===== src/rtl/booth_pkg.sv =====
// Shared definitions for the sequential radix-2 Booth multiplier.
package booth_pkg;

   localparam int BOOTH_WIDTH_DEF = 32;

   typedef enum logic [1:0] {
      IDLE = 2'd0,
      RUN  = 2'd1,
      DONE = 2'd2
   } booth_state_e;

endpackage


===== src/rtl/booth_step.sv =====
// One Booth iteration: conditional add/subtract of Mx into ACC, then arithmetic shift of P.
module booth_step
   import booth_pkg::*;
#(
   parameter int WIDTH = BOOTH_WIDTH_DEF
) (
   input  logic [2*WIDTH+1:0] p_i,
   input  logic [WIDTH:0]     mx_i,
   output logic [2*WIDTH+1:0] p_o
);

   logic [WIDTH:0] acc;
   logic [WIDTH:0] acc_sum;

   always_comb begin
      acc = p_i[2*WIDTH+1:WIDTH+1];
      unique case (p_i[1:0])
         2'b01:   acc_sum = acc + mx_i;
         2'b10:   acc_sum = acc - mx_i;
         default: acc_sum = acc;
      endcase
      // q-1 (old P[0]) falls off the bottom; ACC sign bit is replicated at the top.
      p_o = {acc_sum[WIDTH], acc_sum, p_i[WIDTH:1]};
   end

endmodule


===== src/rtl/booth_seq_ctrl.sv =====
// Sequential radix-2 Booth multiplier controller; one iteration per clock, WIDTH iterations.
// Optional abort input enabled by defining BOOTH_ABORT_EN.
//
// state | meaning
// IDLE  | waiting for start; operands captured when start=1
// RUN   | one add/sub + shift step per cycle until cnt reaches WIDTH
// DONE  | latch product, pulse done, return to IDLE
module booth_seq_ctrl
   import booth_pkg::*;
#(
   parameter int WIDTH = BOOTH_WIDTH_DEF
) (
   input  logic                 clk,
   input  logic                 rst,
   input  logic                 start,
`ifdef BOOTH_ABORT_EN
   input  logic                 abort,
`endif
   input  logic [WIDTH-1:0]     multiplicand,
   input  logic [WIDTH-1:0]     multiplier,
   output logic                 busy,
   output logic                 done,
   output logic [2*WIDTH-1:0]   product
);

   localparam int CW = $clog2(WIDTH + 1);
   localparam logic [CW-1:0] CNT_LAST = CW'(WIDTH);

   booth_state_e state_q, state_d;
   logic [2*WIDTH+1:0] p_q, p_d, p_step;
   logic [WIDTH:0]     mx_q, mx_d;
   logic [CW-1:0]      cnt_q, cnt_d;
   logic [2*WIDTH-1:0] product_q, product_d;
   logic               done_q, done_d;

   booth_step #(.WIDTH(WIDTH)) u_step (
      .p_i  (p_q),
      .mx_i (mx_q),
      .p_o  (p_step)
   );

   always_ff @(posedge clk) begin
      if (rst) begin
         state_q   <= IDLE;
         p_q       <= '0;
         mx_q      <= '0;
         cnt_q     <= '0;
         product_q <= '0;
         done_q    <= 1'b0;
      end else begin
         state_q   <= state_d;
         p_q       <= p_d;
         mx_q      <= mx_d;
         cnt_q     <= cnt_d;
         product_q <= product_d;
         done_q    <= done_d;
      end
   end

   always_comb begin
      state_d   = state_q;
      p_d       = p_q;
      mx_d      = mx_q;
      cnt_d     = cnt_q;
      product_d = product_q;
      done_d    = 1'b0;
      unique case (state_q)
         IDLE: begin
            if (start) begin
               p_d     = {{(WIDTH+1){1'b0}}, multiplier, 1'b0};
               mx_d    = {multiplicand[WIDTH-1], multiplicand};
               cnt_d   = '0;
               state_d = RUN;
            end
         end
         RUN: begin
`ifdef BOOTH_ABORT_EN
            if (abort) begin
               state_d = IDLE;
            end else begin
               p_d   = p_step;
               cnt_d = cnt_q + 1'b1;
               if (cnt_d == CNT_LAST) state_d = DONE;
            end
`else
            p_d   = p_step;
            cnt_d = cnt_q + 1'b1;
            if (cnt_d == CNT_LAST) state_d = DONE;
`endif
         end
         DONE: begin
            product_d = p_q[2*WIDTH:1];
            done_d    = 1'b1;
            state_d   = IDLE;
         end
         default: state_d = IDLE;
      endcase
   end

   // busy covers the done cycle too, so it drops together with the done pulse.
   assign busy    = (state_q != IDLE) | done_q;
   assign done    = done_q;
   assign product = product_q;

endmodule


===== config.mk =====
export PLATFORM = sky130hd
export DESIGN_NAME = booth_seq_ctrl
export DESIGN_NICKNAME = d
export VERILOG_FILES = /design/src/rtl/booth_pkg.sv /design/src/rtl/booth_step.sv /design/src/rtl/booth_seq_ctrl.sv
export SDC_FILE = /design/constraint.sdc
export NUM_CORES = 1
export LEC_CHECK = 0
export ABC_AREA = 1
export ABC_CLOCK_PERIOD_IN_PS = 3000
export CORE_MARGIN = 1.5
export CORE_UTILIZATION = 41
export CTS_CLUSTER_SIZE = 30
export DETAILED_ROUTE_END_ITERATION = 8
export HOLD_SLACK_MARGIN = 0.15
export PLACE_DENSITY = 0.65
export SETUP_SLACK_MARGIN = 0.2
export SKIP_CTS_REPAIR_TIMING = 1
export SYNTH_ARGS = -nofsm -noshare
export SYNTH_HDL_FRONTEND = slang
export SYNTH_SLANG_ARGS = --single-unit

===== constraint.sdc =====
create_clock -name clk -period 3 [get_ports clk]
set_input_delay 0.6 -clock clk [delete_from_list [all_inputs] [get_ports clk]]
set_output_delay 0.6 -clock clk [all_outputs]
set_load 0.02 [all_outputs]

Word level (Yosys, flattened, before mapping)
Cells that the tools add are included.

Register bits after elaboration: 171. Bits of input ports: 67. Output and inout bits: 66. Logic and storage cells: 32.

Add/subtract/negate cells: 3. Equal/unequal tests: 7. Mux-type cells: 9. Bitwise gates (word level): 1. Reductions and logical operators: 6.

Operators by type and width (count): 66-bit case mux with 2 select lines (1); 66-bit two-way mux (1); 33-bit case mux with 2 select lines (1); 33-bit adder (1); 33-bit subtractor (1); 6-bit case mux with 2 select lines (1); 6-bit by 1-bit adder with 6-bit output, second input constant (1); 6-bit == test, second input constant (1); 6-bit two-way mux (1); 2-bit AND reduction (3); 2-bit by 1-bit == test with 1-bit output, second input constant (2); 2-bit == test, second input constant (2); 2-bit two-way mux (2); 2-bit != test, second input constant (2); 2-bit case mux with 2 select lines (1); 2-bit nonzero test (2); 2-bit zero test (1); 1-bit two-way mux (1); 1-bit bitwise OR (1).

Depth between registers and ports, before layout
Gate-level depths: netlist of run 1.

Depth after elaboration: 4. Mapped depth: 26. Mapped depth without buffers: 26.

Hierarchy
A second synthesis of run 1 with hierarchy kept.

Cell total of the unflattened synthesis: 1597. Area, all modules: 10377.5 um^2.

Modules (own cells, without submodules): booth_seq_ctrl (instances 1, cells an instance 774, area an instance 6274.8 um^2, seq. area each 3423.3 um^2); booth_step (instances 1, cells an instance 823, area an instance 4102.7 um^2, seq. area each 0.0 um^2).

Worst setup path before layout of run 1
No wires, ideal clock.

Path kind: register to register. From: register p_q[0]. To: register p_q[46]. Arrival time: 2680 ps. Setup slack: 201 ps. Stages on the path, launching flop included: 18. Cells stage by stage: dfxtp_1 -> inv_1 -> ha_1 -> clkbuf_8 -> clkinv_1 -> clkbuf_1 -> nand2_1 -> xor2_1 -> inv_1 -> ha_1 -> or2_2 -> nand2_1 -> o21bai_1 -> nand3_1 -> nand2_1 -> or2_2 -> nand3_1 -> a21oi_1.

Word-level cells in the longest chain between the ends: 3. Elaborated cells between the ends (all ways): 4. Those cells by class: eq/ne: 2; mux: 2.

Ends and longest elaborated chain: from (decl) (line booth_seq_ctrl.sv:30) `logic [2*WIDTH+1:0] p_q, p_d, p_step;`; from (signal assigned) (line booth_seq_ctrl.sv:52) `p_q <= p_d;`; 2-bit == test / 2-bit by 1-bit == test with 1-bit output (equally long branches) (line booth_step.sv:17) `unique case (p_i[1:0])`; 33-bit case mux with 2 select lines (*) (line booth_step.sv:17); 66-bit case mux with 2 select lines (*) (line booth_seq_ctrl.sv:67) `unique case (state_q)`.

Mark *: on every way between the ends. The rest lies on a longest branch, timed or not. A chain may end at the register's enable or synchronous reset.

Worst setup path after layout of run 1
From: register mx_q[1]. To: register p_q[56].

Word-level cells in the longest chain between the ends: 3. Elaborated cells between the ends (all ways): 4. Those cells by class: add/sub: 2; mux: 2.

Ends and longest elaborated chain: from (decl) (line booth_seq_ctrl.sv:31) `logic [WIDTH:0] mx_q, mx_d;`; from (signal assigned) (line booth_seq_ctrl.sv:53) `mx_q <= mx_d;`; 33-bit subtractor / 33-bit adder (equally long branches) (line booth_step.sv:19, booth_step.sv:18); 33-bit case mux with 2 select lines (*) (line booth_step.sv:17); 66-bit case mux with 2 select lines (*) (line booth_seq_ctrl.sv:67).

Marked as above.

==> results of run 1 <==
cells by family after synthesis:
kind of cell    Yosys count
fa+ha+maj                36
compound gates          386
buf+inv                 222
xor+xnor                 45
flops                   170
simple gates            529
cell usage in the layout (no fill, tap or decap), types with 4 or more instances in the layout:
cell type,count
a31oi_1,31
a21oi_2,27
xnor2_1,7
o21ai_0,165
nor2_4,17
inv_6,4
buf_12,4
o21ai_2,8
inv_8,4
nand3b_1,8
ha_2,6
ha_1,10
o21ai_1,4
nor3_1,7
clkdlybuf4s50_1,132
xor2_2,6
inv_2,10
clkbuf_16,17
nand2_1,237
ha_4,19
a21oi_1,127
dfxtp_1,163
nor2_2,20
nand2_2,38
nor2_1,126
xor2_1,30
dfxtp_2,6
nand2_4,13
nand3_2,8
inv_1,140
buf_4,54
nand3_1,36
a21oi_4,5
flip-flops by register name, indices dropped and copies added, names as in the netlist:
register	count
cnt_q	6
done	1
mx_q	32
p_q	65
product	64
state_q	2
critical path, delay by kind of cell (launching register included):
family,cells,cell delay [ns]
AO/OA/AOI/OAI,2,0.31
XOR/XNOR,2,0.31
adder cells (fa/ha/maj),1,0.29
buffers and inverters,3,0.30
flip-flops,1,0.33
AND/OR/NAND/NOR,13,1.33
final cells by class:
type | count | share of cell area (%)
Timing Repair Buffer | 191 | 14.2
Clock inverter | 15 | 1.31
Sequential cell | 170 | 26.6
Tap cell | 280 | 2.73
Clock buffer | 17 | 3.32
Multi-Input combinational cell | 996 | 47.2
Inverter | 155 | 4.61
how the worst max path moves through the flow:
stage	startpoint	end	slack [ns]	depth (start not counted)
2_1_floorplan	p_q[0]	p_q[46]	0.20	17
3_3_place_gp	mx_q[0]	p_q[60]	-0.19	19
3_5_place_dp	mx_q[0]	p_q[46]	-0.16	18
4_1_cts	mx_q[0]	p_q[46]	-0.17	18
5_1_grt	mx_q[8]	p_q[64]	-0.08	22
6_report	mx_q[1]	p_q[56]	0.06	21
layer usage:
layer  global-route usage, %  routed length (um)
met1                    32.3               13600
met2                    38.6               13700
met3                    3.30                1160
met4                    7.03                 650
met5                       0                   0
report_power, final:
part | internal [mW] | switching [mW]
clock | 1.13 | 1.07
sequential | 2.38 | 0.152
combinational | 0.917 | 1.32
total | 4.43 | 2.54
per-stage QoR:
stage | TNS (ns) | setup slack (ns) | hold slack, ns | power (mW) | utilization, %
after detailed placement | -0.901 | -0.161 | 0.450 | 4.26 | 50.4
after global routing | -0.513 | -0.0846 | 0.478 | 7.34 | 58.2
after CTS | -1.08 | -0.165 | 0.456 | 6.47 | 53.1
after global placement | -0.790 | -0.187 | 0.448 | 4.26 | 50.4
after floorplan | 0 | 0.201 | 0.434 | 3.66 | -
final | 0 | 0.0596 | 0.453 | 6.97 | 58.2
==> results.md, run 1 <==
- The library cell contributing the largest single delay on the critical path is dfxtp_2.
- The via count of the first global-routing pass came to 8715.
- The share of the Yosys chip area taken by registers is 36.6%.
- The final hold violation count is 0.
- The clock insertion delay at the later pin of the skew report is between 0.4 and 0.5 ns.
- The flip-flop and latch count after synthesis is 170.
- The worst hold path depth is 2.
- The clock net in this run drives a total of 170 sinks.
- The area growth from synthesis to layout is 37.8%.
- The HPWL after detailed placement is 20.4 mm.
- The overall die height is about 150 um.
- After synthesis, the mean cell area works out to approximately 6.7 sq um.
- The cell that appears most often on the critical path is nand2_1.
- The post-synthesis net count is approximately 1500.
- In the post-synthesis netlist, the cell with the most instances is nand2_1.
- The number of nets at the end of the flow is 1634.
- The layout filler cell count is between 2000 and 2500.
- The clock-pin transition on the worst setup and hold timing paths is 0.08 ns.
- The H-tree was split into 4 levels.
- In the finished design, the share of the clock period the worst path needs comes to 98.0%.
- In this run the cell area measured after placement is 11100 sq um.
- The leading area contributor after synthesis is dfxtp_1.
- The synthesized netlist devotes a little over a fifth of its cell area to compound gates.
- The count of final setup violators is 0.
- The minimum clock period is roughly 2.9 ns.
- At the worst endpoint, the arrival time is 3.32 ns.
- The die covers 23600 sq um.
- The maximum number of buffers from clock root to sink is 2.
- The initial standard-cell utilization of the core is 42.2%.
- Synthesis produced roughly 1400 cells.
- The residual overflow from global routing is 0.
- The post-detailed-route wirelength per cell is 16.0 um.
- The endpoint identified for the worst register-to-register timing path is p_q[56].
- The power density normalized to cell area is 543 nW/um^2.
- The area of the core is 22000 sq um.
- The die is approximately 150 um wide.
- The number of placed instances, taps included, is 1780.
- The via density per instance is 5.23.
- Yosys mapped a number of flops with a built-in enable equal to 0.
- The first TritonRoute pass finished after 5 iterations.
- Once detail routing completed, the nets flagged for antenna violations numbered 0.
- The flop-to-flop setup slack is 0.06 ns.
- Detailed routing inserted a total of 9533 vias.
- Of the total synthesized cell area, the portion taken by AND, OR, NAND and NOR gates is 23.2%.
- The number of antenna diodes is 0.
- The number of different library cells used by synthesis comes to 42.
- The maximum operating frequency is roughly 0.34 GHz.
- After the flow finishes, the layout carries non-filler instances totaling about 1800.
- The DRC violation count after routing is 0.
- In this run the tool buffered the top-level ports with 132 buffer cells.
- The routability congestion estimate is 0.931.
- The total track usage is 23.6%.
- The path class of the tightest hold or removal check is reg -> reg.
- The wire length of the first global-routing pass is 45.1 mm.
- The CTS buffer count is 17.
- The commonest cells after synthesis are nand2_1, o21ai_0, dfxtp_1, a21oi_1, nor2_1.
- After detailed routing, the total wire length is 29.1 mm.
- The pin slew with the least headroom to its limit is between 0.5 and 0.6 ns.
- The count of synthesis-stage warnings from yosys is 0.
- The count of final max-slew check failures was 0.
- After floorplanning, the core was divided into 54 placement rows.
- For hold timing, the worst endpoint is product[10].
- The main combinational cell family by area after synthesis is simple AND/OR/NAND/NOR gates.
- After synthesis the cells add up to 9310 sq um.
- The worst setup path is captured at a flip-flop.
- The largest fanout on the critical path is 4.
- The TritonCTS clock tree is yes.
- For this block, the initial DRC count from the detailed router was a little over 500.
- The startpoint identified for the worst register-to-register timing path is mx_q[1].
- The adder and majority cell fraction of the synthesized area is 4.92%.
- Max-cap violations in this run came to 0.
- The depth of the most critical reg-to-reg path is 21.
- The synthesized netlist devotes 4.24% of its cell area to XOR and XNOR gates.
- The worst setup path is of the reg -> reg kind.
- The multi-input combinational cells in the finished layout cover a total of 6050 sq um.
- Entering global routing, the biggest net connects approximately 110 pins.
- The startpoint of the tightest hold check path is p_q[11].
- The largest single stage delay on the critical path is 0.33 ns.
- The sequential cells in the finished layout cover a total of 3410 sq um.
- Setup repair after global routing could not meet its margin everywhere.
- By area the synthesized netlist is led by dfxtp_1, nand2_1, o21ai_0.
- The worst setup path is launched from a flip-flop.
- Measured against the total synthesized area, the mux share comes to 0%.
- The post-route netlist has between 10% and 20% of its cells at a drive strength greater than 1.
- IR analysis of the VDD net gives a maximum drop of 0.347 mV.
- Once layout is done, the placed cells without fillers occupy 12800 sq um.
- The top cell type's share of synthesized area is 36.6%.
- The root buffer cell chosen for the clock tree is clkbuf_16.
- The number of antenna violations at the first check in global routing is 0.
- The commonest register cell after synthesis is dfxtp_1.
- The I/O pin total is 133.
- Across the routed clock network, the largest skew measured is 0.0153 ns.
- The async set-reset flop share out of synthesis is 0%.
- The leakage component of the power is 5.36 nW.
- The worst pin sits at a relative slew slack of 66.0%.
- The flow ran to the end, and the final reports show no timing, DRC or antenna violations.
- The data required time at the worst endpoint is 3.38 ns.
- The critical path goes through inv_4 > nand3_4 > nor2_4 > nand3_4 > nor2_4 > nand3_2 > o21ai_2 > xor2_2 > buf_4 > ha_4 > nand2_2 > nor2_4 > inv_1 > nor2_1 > nand2_1 > nand2_2 > nand2_1 > nand2_1 > xor2_1 > nand2_1 > a21oi_2.
Power figures use the tool's default switching activity.
==> inputs of run 2 (changes only) <==
CTS_CLUSTER_SIZE = 24   (was 30)
==> results of run 2 <==
Same layout as run 1: the final DEF is identical, and so are final timing and power.
==> inputs of run 3 (changes only) <==
CORE_ASPECT_RATIO = 1.25   (was default)
HOLD_SLACK_MARGIN = 0.02   (was 0.15)
==> run 3 against run 2 <==
Compared with the run above:
- design area increased by 1.1%
- first-iteration DRC count is 11% higher
- global-route usage grew 0.89 points
- critical endpoint is now p_q[62]
- non-clock buffer count up 24
- clock-buffer cell count unchanged
- clock skew decreased by 0.0026 ns
- cell count up 1.5%
- routed wire length up 1.1%
- critical path depth shrank 3
- worst setup slack got worse by 0.051 ns
==> results.md, run 3 (synthesis gave the netlist of run 1 again) <==
- The run finished with clean final reports.
- The number of antenna violations at the first check in global routing is 0.
- Data arrives at the worst endpoint at 3.32 ns.
- The total wire length is 29.4 mm.
- Summing all multi-input logic gate instances after layout gives about 5900 sq um.
- In this design, the largest share of critical-path delay is due to simple AND/OR/NAND/NOR gates.
- Timing would allow up to 0.334 GHz.
- Across the VDD grid, the largest voltage drop is 0.396 mV.
- The DRC violation count after routing is 0.
- The die footprint is 23600 sq um.
- The count of buffers inserted at the top-level ports is approximately 130.
- The total via count in the routed design is between 9000 and 10000.
- In the final timing run, aggregate negative setup slack is 0 ns.
- The routability congestion estimate is 0.967.
- Setup repair after global routing could not meet its margin everywhere.
- The via density per instance is 5.21.
- The leakage component of the power is 5.48 nW.
- The filler cells instantiated in the layout total 2160.
- The via count of the first global-routing pass came to around 9000.
- The clock reaches the later pin of the worst-skew pair after 0.44 ns.
- The design draws 7.21 mW.
- On the worst path, the slowest cell contributes a delay of 0.38 ns.
- In this run the worst hold path is classified as reg -> reg.
- The worst hold slack is 0.457 ns.
- After detailed routing, the average wire length per cell comes to 15.9 um.
- The final non-filler cell area is 13000 sq um.
- For this design, the slowest cell found on the critical path is ha_2.
- The library cell used most frequently in the layout, excluding fill and tap cells, is nand2_1.
- The power density normalized to cell area is around 560 nW/um^2.
- The flip-flop count of the largest register, all copies and words added is 65.
- The library cells used most frequently in the layout, excluding fill and tap cells, are nand2_1, dfxtp_1, o21ai_0.
- The tool flagged a number of max-cap violations equal to 0.
- The minimum clock period is 2.99 ns.
- The final critical-path share of the clock period is about 100%.
- For the pin with the worst max-slew slack, the measured transition is 0.582 ns.
- The total track usage is 24.5%.
- The data required time at the worst endpoint is 3.33 ns.
- The first global-routing pass estimated 45.2 mm of wire.
- Across all setup checks in the final design, the least slack found is around 0.0082 ns.
- In this run the worst path has a maximum fanout of 4.
- The signal on the critical path passes through inv_2 > ha_2 > nand2_2 > nor2_4 > nand2_4 > o41ai_2 > xor2_1 > inv_1 > ha_2 > nand2_2 > nor2_2 > nand2_1 > nor3_1 > nand2_2 > nand2_1 > nand2_1 > nand3_1 > a21oi_1.
- The H-tree generated during clock tree synthesis spans 4 levels.
- The maximum number of buffers from clock root to sink is 2.
- The worst clock skew on the final layout is roughly 0.013 ns.
- The final hold violation count is 0.
- Pin placement for this block handled 133 I/O pins.
- The first detailed-routing pass ran for 5 iterations.
- The TritonCTS clock tree is yes.
- The worst setup path is launched from a flip-flop.
- The iteration-0 DRC count of the detailed router is 565.
- Before CTS, the worst setup slack after placement is -0.121 ns.
- The setup path with the least slack is of type reg -> reg.
- The growth of design area from synthesis to finish is 39.3%.
- In the final layout, the share of cells above drive strength 1 is 19.4%.
- The worst setup path is captured at a flip-flop.
- For this run the aggregate overflow at the end of global routing stands at 0.
- The horizontal extent of the die is roughly 140 um.
- The overall die height is 171 um.
- The clock-pin transition on the worst setup and hold timing paths is around 0.080 ns.
- Buffers inserted during clock tree synthesis total 17.
- The core region is 22300 sq um.
- The initial standard-cell utilization of the core is 41.8%.
- The count of final max-slew check failures was 0.
- The clock drives 170 sinks.
- The count of final setup violators is 0.
- The number of antenna diodes is 0.
- The post-placement cell area is 11300 sq um.
- In the final design database the tool counted 1658 nets.
- The count of antenna-violating nets left after detailed routing is 0.
- The cell at the root of the clock tree is clkbuf_16.
- The worst pin sits at a relative slew slack of 61.2%.
- Once detailed placement completed, the half-perimeter wirelength came to 20.8 mm.
- The largest register by flop count is p_q.
- In this run the core area contains 61 standard-cell rows.
- The sequential standard cell area is 3410 sq um.
- Entering global routing, the biggest net connects 66 pins.
- The combined buffer and inverter count along the critical path is 2.
run 3: changes by cell type in the layout (fill, tap and decap cells not counted), sizes merged:
cell / change
buf: +24
clkinv: -3
bufinv: +2
clkinvlp: +1
run 3: per-stage QoR:
step,util [%],std cells
finish,58.1,1851
global route,58.1,1851
CTS,53.6,1841
detailed placement,50.7,1809
global placement,50.7,1809
floorplan,-,1388
run 3: layer usage:
metal | global-route usage (%) | vias to the layer above | routed length (um) | share of wire, %
met1 | 28.6 | 4516 | 12200 | 41
met3 | 3.30 | 61 | 925 | 3.1
met5 | 0 | - | 0 | 0
met2 | 44.7 | 209 | 15400 | 52
li1 | - | 4865 | - | -
met4 | 9.87 | 0 | 891 | 3.0
run 3: worst min-delay path, cell delays in order, from the launching register on:
cell and delay (ns):
dfxtp_1 0.33, inv_1 0.05, a21oi_1 0.05
run 3: final cells by class:
type	count	area share, %
Timing Repair Buffer	215	15.5
Clock inverter	15	1.70
Sequential cell	170	26.3
Tap cell	283	2.73
Clock buffer	17	3.28
Multi-Input combinational cell	996	45.9
Inverter	155	4.54
run 3: path summary, 6_finish.rpt:
| kind | start | end | cells after the start | slack [ns] |
|---|---|---|---|---|
| hold / removal | p_q[23] | product[22] | 2 | 0.46 |
| hold reg to reg | p_q[23] | product[22] | 2 | 0.46 |
| setup / recovery | mx_q[0] | p_q[62] | 18 | 0.008 |
| setup reg to reg | mx_q[0] | p_q[62] | 18 | 0.008 |
run 3: where the power goes:
part           internal, mW  switching [mW]
registers              2.38           0.139
clock network          1.30            1.11
logic                 0.971            1.32
